$ cat src/rtl/usb_hid_pkg.sv
// Shared definitions for the HID OUT-endpoint receiver: FSM states, handshake codes and
// default report framing.
package usb_hid_pkg;

    localparam logic [7:0] HID_REPORT_ID_DEFAULT    = 8'h02;
    localparam int         HID_REPORT_BYTES_DEFAULT = 2;

    typedef enum logic [1:0] {
        ST_IDLE    = 2'd0,
        ST_RECEIVE = 2'd1,
        ST_RESPOND = 2'd2
    } state_e;

    typedef enum logic [1:0] {
        HS_NONE  = 2'd0,
        HS_ACK   = 2'd1,
        HS_NAK   = 2'd2,
        HS_STALL = 2'd3
    } hs_e;

    // A malformed report always stalls, even if the application is busy.
    function automatic hs_e hs_select(input logic malformed, input logic busy);
        if (malformed) return HS_STALL;
        else if (busy) return HS_NAK;
        else           return HS_ACK;
    endfunction

endpackage

$ cat src/rtl/usb_hid_out_receiver.sv
// HID OUT-endpoint receiver: buffers one OUT data packet, validates ID/length/toggle,
// answers ACK/NAK/STALL and commits fresh reports to the application.
module usb_hid_out_receiver
    import usb_hid_pkg::*;
#(
    parameter logic [7:0] REPORT_ID    = HID_REPORT_ID_DEFAULT,
    parameter int         REPORT_BYTES = HID_REPORT_BYTES_DEFAULT
) (
    input  logic                      Clk,
    input  logic                      nReset,
    input  logic                      Error,
    input  logic                      OUT_Start,
    input  logic                      OUT_Sequence,
    input  logic [7:0]                OUT_Data,
    input  logic                      OUT_Valid,
    input  logic                      OUT_End,
    output logic                      OUT_Ack,
    output logic                      OUT_Nak,
    output logic                      OUT_Stall,
    input  logic                      Clear_Toggle,
    input  logic                      Report_Busy,
    output logic [8*REPORT_BYTES-1:0] Report,
    output logic                      Report_Update
);

    localparam int               CNT_W    = $clog2(REPORT_BYTES + 2);
    localparam logic [CNT_W-1:0] CNT_FULL = CNT_W'(REPORT_BYTES + 1);

    state_e                    r_state;
    state_e                    w_state_nxt;
    logic                      r_seq;
    logic                      r_exp_seq;
    logic                      r_bad_id;
    logic                      r_overflow;
    logic [CNT_W-1:0]          r_byte_cnt;
    logic [7:0]                r_shadow [REPORT_BYTES];
    logic [8*REPORT_BYTES-1:0] r_report;
    logic [8*REPORT_BYTES-1:0] w_shadow_flat;
    logic                      w_restart;
    logic                      w_take_byte;
    logic                      w_malformed;
    logic                      w_commit;
    hs_e                       w_hs;

    // An Error in Receive always wins over a coincident Start, End or data byte.
    assign w_restart   = OUT_Start && ((r_state == ST_IDLE) ||
                                       (r_state == ST_RECEIVE && !Error));
    assign w_take_byte = (r_state == ST_RECEIVE) && !Error && !OUT_Start && OUT_Valid;
    assign w_malformed = r_bad_id || r_overflow || (r_byte_cnt != CNT_FULL);

    always_comb begin
        w_state_nxt = r_state;
        case (r_state)
            ST_IDLE: begin
                if (OUT_Start) w_state_nxt = ST_RECEIVE;
            end
            ST_RECEIVE: begin
                if (Error)          w_state_nxt = ST_IDLE;
                else if (OUT_Start) w_state_nxt = ST_RECEIVE;
                else if (OUT_End)   w_state_nxt = ST_RESPOND;
            end
            ST_RESPOND: w_state_nxt = ST_IDLE;
            default:    w_state_nxt = ST_IDLE;
        endcase
    end

    always_comb begin
        w_hs     = HS_NONE;
        w_commit = 1'b0;
        if (r_state == ST_RESPOND) begin
            w_hs     = hs_select(w_malformed, Report_Busy);
            w_commit = (w_hs == HS_ACK) && (r_seq == r_exp_seq);
        end
    end

    assign OUT_Ack       = (w_hs == HS_ACK);
    assign OUT_Nak       = (w_hs == HS_NAK);
    assign OUT_Stall     = (w_hs == HS_STALL);
    assign Report_Update = w_commit;
    assign Report        = r_report;

    always_ff @(posedge Clk or negedge nReset) begin
        if (!nReset) begin
            r_state    <= ST_IDLE;
            r_seq      <= 1'b0;
            r_exp_seq  <= 1'b0;
            r_bad_id   <= 1'b0;
            r_overflow <= 1'b0;
            r_byte_cnt <= '0;
        end else begin
            r_state <= w_state_nxt;
            if (w_restart) begin
                r_seq      <= OUT_Sequence;
                r_byte_cnt <= '0;
                r_bad_id   <= 1'b0;
                r_overflow <= 1'b0;
            end else if (w_take_byte) begin
                if (r_byte_cnt == '0)
                    r_bad_id <= (OUT_Data != REPORT_ID);
                else if (r_byte_cnt == CNT_FULL)
                    r_overflow <= 1'b1;
                if (r_byte_cnt != CNT_FULL)
                    r_byte_cnt <= r_byte_cnt + 1'b1;
            end
            if (Clear_Toggle)
                r_exp_seq <= 1'b0;
            else if (w_commit)
                r_exp_seq <= ~r_exp_seq;
        end
    end

    // Payload byte k (1-based after the ID) lands in shadow slot k-1.
    always_ff @(posedge Clk) begin
        for (int i = 0; i < REPORT_BYTES; i++) begin
            if (w_take_byte && r_byte_cnt == CNT_W'(i + 1))
                r_shadow[i] <= OUT_Data;
        end
    end

    always_comb begin
        w_shadow_flat = '0;
        for (int i = 0; i < REPORT_BYTES; i++)
            w_shadow_flat[8*i +: 8] = r_shadow[i];
    end

    always_ff @(posedge Clk or negedge nReset) begin
        if (!nReset)
            r_report <= '0;
        else if (w_commit)
            r_report <= w_shadow_flat;
    end

endmodule

$ cat config.mk
export PLATFORM = sky130hd
export DESIGN_NAME = usb_hid_out_receiver
export DESIGN_NICKNAME = d
export VERILOG_FILES = /design/src/rtl/usb_hid_pkg.sv /design/src/rtl/usb_hid_out_receiver.sv
export SDC_FILE = /design/constraint.sdc
export NUM_CORES = 1
export LEC_CHECK = 0
export ABC_CLOCK_PERIOD_IN_PS = 2200
export BUFFER_PORTS_ARGS = -buffer_cell sky130_fd_sc_hd__buf_4
export CAP_MARGIN = 20
export CORE_ASPECT_RATIO = 1.25
export CORE_MARGIN = 1
export CORE_UTILIZATION = 52
export DETAILED_ROUTE_END_ITERATION = 10
export PLACE_DENSITY = 0.77
export SLEW_MARGIN = 20
export SYNTH_ARGS = -nofsm -noshare
export SYNTH_HDL_FRONTEND = slang
export SYNTH_SLANG_ARGS = --single-unit
$ cat constraint.sdc
create_clock -name Clk -period 2.2 [get_ports Clk]
set_input_delay 0.11 -clock Clk [delete_from_list [all_inputs] [get_ports Clk]]
set_output_delay 0.11 -clock Clk [all_outputs]
set_load 0.05 [all_outputs]
==> results.txt, run 1 <==
----------------------------------------------------
[STA]
  Maximum operating frequency ... 488 MHz
  Tcrit/Tclk final ... 93.2%
  Final count of hold timing violations ... 0
  RSZ-0062 raised after global routing ... false
  Total of endpoints with negative setup slack in the final report ... 0
  Final Max Slew Viols ... 0
  Max-slew headroom ... 73.5%
  Total negative slack for setup checks ... 0 ns
  Maximum clock skew at final layout ... around 0.015 ns
  Slew at the pin with the worst max-slew slack ... 0.396 ns
  Time the final worst path needs with I/O delays and setup ... slightly above 2 ns

[Global routing]
  Maximum number of pins on one net before global-route repair ... 25
  Antenna violations before repair ... 0
  Via count of the first global-routing pass ... slightly below 1000
  Overall global routing resource usage ... 20.3%
  Remaining global-route overflow ... 0
  Global-route wire length before repair ... 4610 µm

[Setup path]
  R2R Path Start ... r_byte_cnt[0]$_DFFE_PN0P_
  Family with the most delay on the worst path ... simple AND/OR/NAND/NOR gates
  Crit path required time ... 2.09 ns
  Type of destination of the critical path ... output pin
  Count of buffering cells on the critical path with inverters included ... 2
  Kind of critical path ... reg -> out
  Cells along the critical path ... ha_1 -> nor3b_4 -> nand3_4 -> inv_1 -> buf_4
  Source of the critical timing path ... r_byte_cnt[0]$_DFFE_PN0P_
  Worst Setup Start Kind ... register
  Worst path arrival time ... 1.94 ns
  Worst-path cell with the longest stage delay ... dfrtp_1
  Maximum fanout along the worst path ... 17
  Critical Path Max Stage Delay ... 0.40 ns

[Job]
  Max capacitance violation total ... 0

[Clock tree]
  Bufs on Longest Clock Path ... 2
  Post-CTS sizing ... 0
  Number of H-tree branching levels ... 2
  CTS root buf ... clkbuf_4
  Clock sink count ... 40
  Clock Pin Slew Worst Setup and Hold Paths ... 0.11 ns
  Postcts setup bufs ... 0
  CTS tree ... yes
  Clock buffer count from CTS ... 5
  Insertion delay of the later-clocked pin in the worst-skew pair ... between 0.3 and 0.4 ns

[Floorplanning]
  I/O Pins ... 37
  DIE AREA ... between 3000 and 4000 µm²
  Standard-cell row count ... 22
  Placeable core region ... 2970 µm²
  Floorplan die height ... around 65 µm
  Initial standard-cell utilization of the core ... a little under three fifths
  Horiz. Die Dim ... between 50 and 60 µm

[Synthesis]
  #FFs+latches synth ... 40
  Area share of the largest cell type after synthesis ... 36.6%
  Unique masters post-synth ... 24
  Yosys warns ... 0
  Post-synth EDFFs ... 16
  Syn_area_per_cell ... ~17 µm²
  Synthesized net count ... roughly 120
  Predominant post-synthesis flop cell ... dfrtp_1
  Top cells by area in the synthesized netlist ... dfrtp_1 37%, edfxtp_1 29%, mux2_4 8.2%
  Sequential-to-total area share from yosys stat ... around two thirds
  Yosys top cell by area ... dfrtp_1
  Cell area after synthesis ... about 1600 µm²
  Share of synthesized registers carrying an async set or reset ... around 60%
  Instance count of the mapped netlist ... 96

[Power and ir drop]
  Highest ir drop seen on vdd ... between 0.5 and 0.6 mV
  Portion of total power attributed to sequential cells ... 57.7%
  Power per Cell Area ... about 650 nW/µm²
  Internal Power ... between 0.001 and 0.0015 W
  Switching power share of the total ... between 20 and 25%
  Fraction of power consumed by combinational cells ... about 7.8%
  Part of the power in the clock network ... about a third
  Switching power of the nets ... 0.000305 W
  Static leakage ... approximately 1.0 nW
  Total Power Consumption ... 0.00139 W

[Routing]
  Total number of vias ... 986
  Number of remaining DRC errors ... 0
  WL per Instance ... between 10 and 15 µm
  Count of routing violations after the opening detailed-route iteration ... 19
  Length of the first detailed-routing pass in iterations ... 4
  Number of routed nets with antenna violations ... 0
  Per-cell via count in the routed design ... 5.27
  Wire length reported by the detailed router ... 2770 µm

[Worst hold path]
  Startpoint of the worst hold path ... OUT_Start
  Kind of path behind the tightest hold check ... in -> reg

[Final layout]
  Fraction of final layout cells with drive strength greater than 1 ... ~44%
  Design Area, Final ... around 2100 µm²
  Count of nets after finishing ... 171
  Signed area change from the synthesized netlist to the final layout ... 30.7%
  Fin util ... 72.2%
  Count of inserted antenna diode cells ... 0

[Place]
  Area after detailed placement ... between 1500 and 2000 µm²
  Gpl congestion ... 0.750
  Detailed placer's ending HPWL ... 1960 µm
  Port bufs ... 36

[Outcome]
  Result of the run ... complete, no violations

----------------------------------------------------
[state kept, by name (all words and copies together) (netlist names)]
| signal | cells |
|---|---|
| Report | 16 |
| r_shadow | 16 |
| r_byte_cnt | 2 |
| r_state | 2 |
| r_bad_id | 1 |
| r_exp_seq | 1 |
| r_overflow | 1 |
| r_seq | 1 |
[final timing paths]
check | end | slack, ns | cells past startpoint
setup / recovery | Report_Update | 0.15 | 5
hold / removal | r_state[0]$_DFFE_PN0P_ | 0.02 | 2
setup reg to reg | Report[8]$_DFFE_PN0P_ | 0.47 | 4
hold reg to reg | Report[9]$_DFFE_PN0P_ | 0.48 | 1
max in group asynchronous | Report[15]$_DFFE_PN0P_ | 1.78 | 2
min in group asynchronous | Report[5]$_DFFE_PN0P_ | 0.17 | 2
[through the flow]
stage,setup WS [ns],cells,hold WS (ns)
detailed placement,0.491,167,0.0287
CTS,0.156,187,0.0134
global route,0.0321,187,0.00569
finish,0.149,187,0.0233
global placement,0.555,167,0.0227
floorplan,0.174,96,-0.186
[layer usage]
metal / up-vias / part of all wire, % / GRT usage [%]
met5: - / 0 / 0
met4: 0 / 2.7 / 12.5
met3: 8 / 5.2 / 8.22
met2: 28 / 52 / 32.7
met1: 489 / 40 / 21.5
li1: 461 / - / -
[synth_stat cells, types with 2 or more instances]
| master | number |
|---|---|
| mux2_4 | 9 |
| a211oi_1 | 2 |
| a21oi_1 | 4 |
| and3_1 | 3 |
| and2_1 | 3 |
| ha_1 | 4 |
| nor3b_4 | 2 |
| dfrtp_1 | 24 |
| and4b_1 | 2 |
| mux2_2 | 10 |
| edfxtp_1 | 16 |
| nor2_1 | 2 |
| inv_1 | 4 |
[power groups by stage]
stage          registers, W  clock network, W   logic, W
6_report           0.000801          0.000478   0.000108
5_1_grt            0.000803          0.000538   0.000121
4_1_cts            0.000801          0.000493   0.000110
3_5_place_dp       0.000816                 0  0.0000925
3_3_place_gp       0.000815                 0  0.0000866
2_1_floorplan      0.000817                 0  0.0000392
[worst reg2reg max path, stage by stage (launching register included)]
cell and delay (ns):
dfrtp_1 0.40, ha_1 0.20, nor3b_4 0.33, nand3_4 0.31, mux2_4 0.39
[cells by family (layout without fill, tap and decap cells)]
logic type,after synthesis,after routing,synth area share (%)
DFF,40,40,65.8
adders and majority gates,4,4,3.05
buffers and inverters,5,60,1.60
xor gates and xnor gates,1,1,0.533
AOI/OAI and AO/OA,9,9,3.50
muxes,19,19,15.1
and+or+nand+nor,18,18,10.4
[what timing repair did]
action,4_1_cts,5_1_grt
setup endpoints to repair,0,0
hold buffers,12,0
hold endpoints to repair,43,0
[placed cells by master, fill, tap and decap left out, types with 2 or more instances in the layout]
cell type      instances
nor3b_4                2
mux2_4                 9
and3_1                 3
nor2_1                 2
a21oi_1                4
ha_1                   4
and4b_1                2
mux2_2                10
buf_4                 36
dfrtp_1               24
dlygate4sd3_1         12
inv_1                  4
and2_1                 3
a211oi_1               2
clkbuf_4               5
edfxtp_1              16
[area by class of cell]
type	count	area, µm²
Clock buffer	5	37.5
Timing Repair Buffer	48	390
Fill cell	206	826
Inverter	4	15.0
Sequential cell	40	1080
Multi-Input combinational cell	51	536
Tap cell	36	45.0
Clock inverter	3	42.5
No activity file was read; power rests on OpenSTA's default activity.
==> run 2, diff against run 1 <==
ABC_CLOCK_PERIOD_IN_PS = 1850   (was 2200)
CORE_UTILIZATION = 47   (was 52)
PLACE_DENSITY = 0.74   (was 0.77)
clock period = 1.85 ns   (was 2.2 ns; I/O delays follow)
==> run 2 against run 1 <==
Global-route usage shrank 2.6 points. Register-to-register slack lost 0.32 ns. Core utilization shrank 5.8 points. Sequential power increased by 19%. Worst setup slack got worse by 0.047 ns. Count of clock-buffer cells in the layout stayed put. Flip-flop and latch count unchanged. Clock power rose by 17%.
==> results.txt, run 2 (synthesis gave the netlist of run 1 again) <==
----------------------------------------------------
[Outcome]
  Result of the run ... complete, no violations (unchanged)

[Worst hold path]
  Kind of path behind the tightest hold check ... in -> reg (unchanged)

[STA]
  Maximum clock skew at final layout ... 0.00796 ns (was 0.0152 ns)
  Total negative slack for setup checks ... 0 ns (unchanged)
  Time the final worst path needs with I/O delays and setup ... between 1.5 and 2 ns
  Final Max Slew Viols ... 0 (unchanged)
  Slew at the pin with the worst max-slew slack ... 0.412 ns (was 0.396 ns)
  Tcrit/Tclk final ... around 94%
  Maximum operating frequency ... 572 MHz
  Final critical-path setup slack ... 0.102 ns (was 0.149 ns)
  Total of endpoints with negative setup slack in the final report ... 0 (unchanged)
  Max-slew headroom ... 72.6% (was 73.5%)
  Final count of hold timing violations ... 0 (unchanged)
  RSZ-0062 raised after global routing ... false (unchanged)

[Final layout]
  Most frequent standard cell in the layout excluding fill and tap cells ... buf_4 (unchanged)
  Signed area change from the synthesized netlist to the final layout ... 32.6% (was 30.7%)
  Fin util ... 66.4% (was 72.2%)
  Highest-count cells in the layout ignoring fill and taps ... 41 x buf_4, 24 x dfrtp_1, 16 x edfxtp_1 (was 36 x buf_4, 24 x dfrtp_1, 16 x edfxtp_1)
  Number of fill cells ... 233 (was 206)
  Count of inserted antenna diode cells ... 0 (unchanged)
  Count of nets after finishing ... 174 (was 171)
  Design Area, Final ... 2180 µm² (was 2150 µm²)
  Fraction of final layout cells with drive strength greater than 1 ... 47.4% (was 44.4%)

[Setup path]
  Kind of critical path ... reg -> out (unchanged)
  Worst Setup Start Kind ... register (unchanged)
  Type of destination of the critical path ... output pin (unchanged)
  Maximum fanout along the worst path ... 5 (was 17)
  Crit path required time ... 1.76 ns (was 2.09 ns)
  Worst path arrival time ... 1.66 ns (was 1.94 ns)

[Global routing]
  Remaining global-route overflow ... 0 (unchanged)
  Maximum number of pins on one net before global-route repair ... 25 (unchanged)
  Via count of the first global-routing pass ... 1002 (was 992)
  Antenna violations before repair ... 0 (unchanged)
  Global-route wire length before repair ... 4460 µm (was 4610 µm)
  Overall global routing resource usage ... 17.6% (was 20.3%)

[Power and ir drop]
  Total Power Consumption ... 0.00164 W (was 0.00139 W)
  Highest ir drop seen on vdd ... 0.715 mV (was 0.559 mV)
  Power per Cell Area ... 752 nW/µm² (was 646 nW/µm²)
  Portion of total power attributed to sequential cells ... 58.2% (was 57.7%)
  Static leakage ... 1.05 nW (was 1.03 nW)
  Internal Power ... 0.00127 W (was 0.00108 W)
  Fraction of power consumed by combinational cells ... 7.7% (was 7.8%)
  Switching power share of the total ... 22.7% (was 22.0%)
  Part of the power in the clock network ... 34.1% (was 34.5%)
  Switching power of the nets ... 0.000372 W (was 0.000305 W)

[Clock tree]
  Number of H-tree branching levels ... 2 (unchanged)
  CTS tree ... yes (unchanged)
  Insertion delay of the later-clocked pin in the worst-skew pair ... 0.29 ns (was 0.36 ns)
  Clock sink count ... 40 (unchanged)
  Clock Pin Slew Worst Setup and Hold Paths ... 0.08 ns (was 0.11 ns)
  Post-CTS sizing ... 0 (unchanged)
  Clock buffer count from CTS ... 5 (unchanged)
  Bufs on Longest Clock Path ... 2 (unchanged)
  CTS root buf ... clkbuf_8 (was clkbuf_4)

[Place]
  Detailed placer's ending HPWL ... 1930 µm (was 1960 µm)
  Area after detailed placement ... 1960 µm² (was 1950 µm²)
  Gpl congestion ... 0.771 (was 0.750)
  Placement-stage worst setup slack ... 0.118 ns (was 0.491 ns)
  Port bufs ... 36 (unchanged)

[Routing]
  Total number of vias ... 967 (was 986)
  Number of remaining DRC errors ... 0 (unchanged)
  Number of routed nets with antenna violations ... 0 (unchanged)
  Length of the first detailed-routing pass in iterations ... 4 (unchanged)
  Count of routing violations after the opening detailed-route iteration ... 19 (unchanged)
  Per-cell via count in the routed design ... 5.06 (was 5.27)
  WL per Instance ... 14.9 µm (was 14.8 µm)
  Wire length reported by the detailed router ... 2850 µm (was 2770 µm)

[Floorplanning]
  Standard-cell row count ... 23 (was 22)
  DIE AREA ... 3740 µm² (was 3390 µm²)
  Horiz. Die Dim ... 54.9 µm (was 52.3 µm)
  Floorplan die height ... 68.1 µm (was 64.8 µm)
  Initial standard-cell utilization of the core ... 50.1% (was 55.3%)
  Placeable core region ... 3280 µm² (was 2970 µm²)
  I/O Pins ... 37 (unchanged)

[Job]
  Max capacitance violation total ... 0 (unchanged)

----------------------------------------------------
run 2: metal layers:
| layer | routed length, µm | GRT usage (%) | vias up |
|---|---|---|---|
| met2 | 1540 | 30.3 | 34 |
| met1 | 1160 | 19.2 | 464 |
| met3 | 126 | 4.67 | 2 |
| met5 | 0 | 0 | - |
| li1 | - | - | 467 |
| met4 | 25 | 9.29 | 0 |
run 2: power groups by stage:
stage,clock network (W),logic (W),registers [W]
floorplan,0,0.0000469,0.000973
global placement,0,0.000105,0.000970
detailed placement,0,0.000110,0.000972
CTS,0.000574,0.000127,0.000953
global route,0.000612,0.000139,0.000956
finish,0.000559,0.000126,0.000953
run 2: timing repair:
action	CTS	global route
endpoints found under the setup margin	1	0
hold buffers	10	0
buffers inserted	4	0
hold endpoints to repair	40	0
run 2: path summary, 6_finish.rpt:
kind / from / to / slack [ns] / cells after the start
hold / removal: OUT_End / r_state[1]$_DFFE_PN0P_ / 0.03 / 2
hold reg to reg: r_shadow[1][1]$_DFFE_PP_ / Report[9]$_DFFE_PN0P_ / 0.47 / 1
min in group asynchronous: nReset / Report[1]$_DFFE_PN0P_ / 0.24 / 2
setup reg to reg: r_byte_cnt[0]$_DFFE_PN0P_ / Report[5]$_DFFE_PN0P_ / 0.15 / 5
max in group asynchronous: nReset / r_bad_id$_DFFE_PN0P_ / 1.37 / 2
setup / recovery: r_byte_cnt[0]$_DFFE_PN0P_ / OUT_Nak / 0.10 / 4
run 2: worst max-delay path, cell delays in order, from the launching register on:
cell and delay [ns]:
dfrtp_1 0.38, ha_1 0.20, nor3b_4 0.34, and4b_1 0.25
buf_4 0.20
run 2: per-stage QoR:
step	std cells	hold slack [ns]
after floorplan	96	-0.203
after global placement	169	0.00521
after detailed placement	169	0.0119
after CTS	191	0.0197
after global routing	191	0.0179
final	191	0.0258
run 2: layout make-up:
class | instances | area, µm² | share of cell area, %
sequential | 40 | 1080 | 49.6
clock buffer | 5 | 68.8 | 3.16
tap | 37 | 46.3 | 2.13
inverter | 4 | 15.0 | 0.689
multi-input combinational | 51 | 541 | 24.8
clock inverter | 3 | 18.8 | 0.862
timing repair buffer | 51 | 408 | 18.7
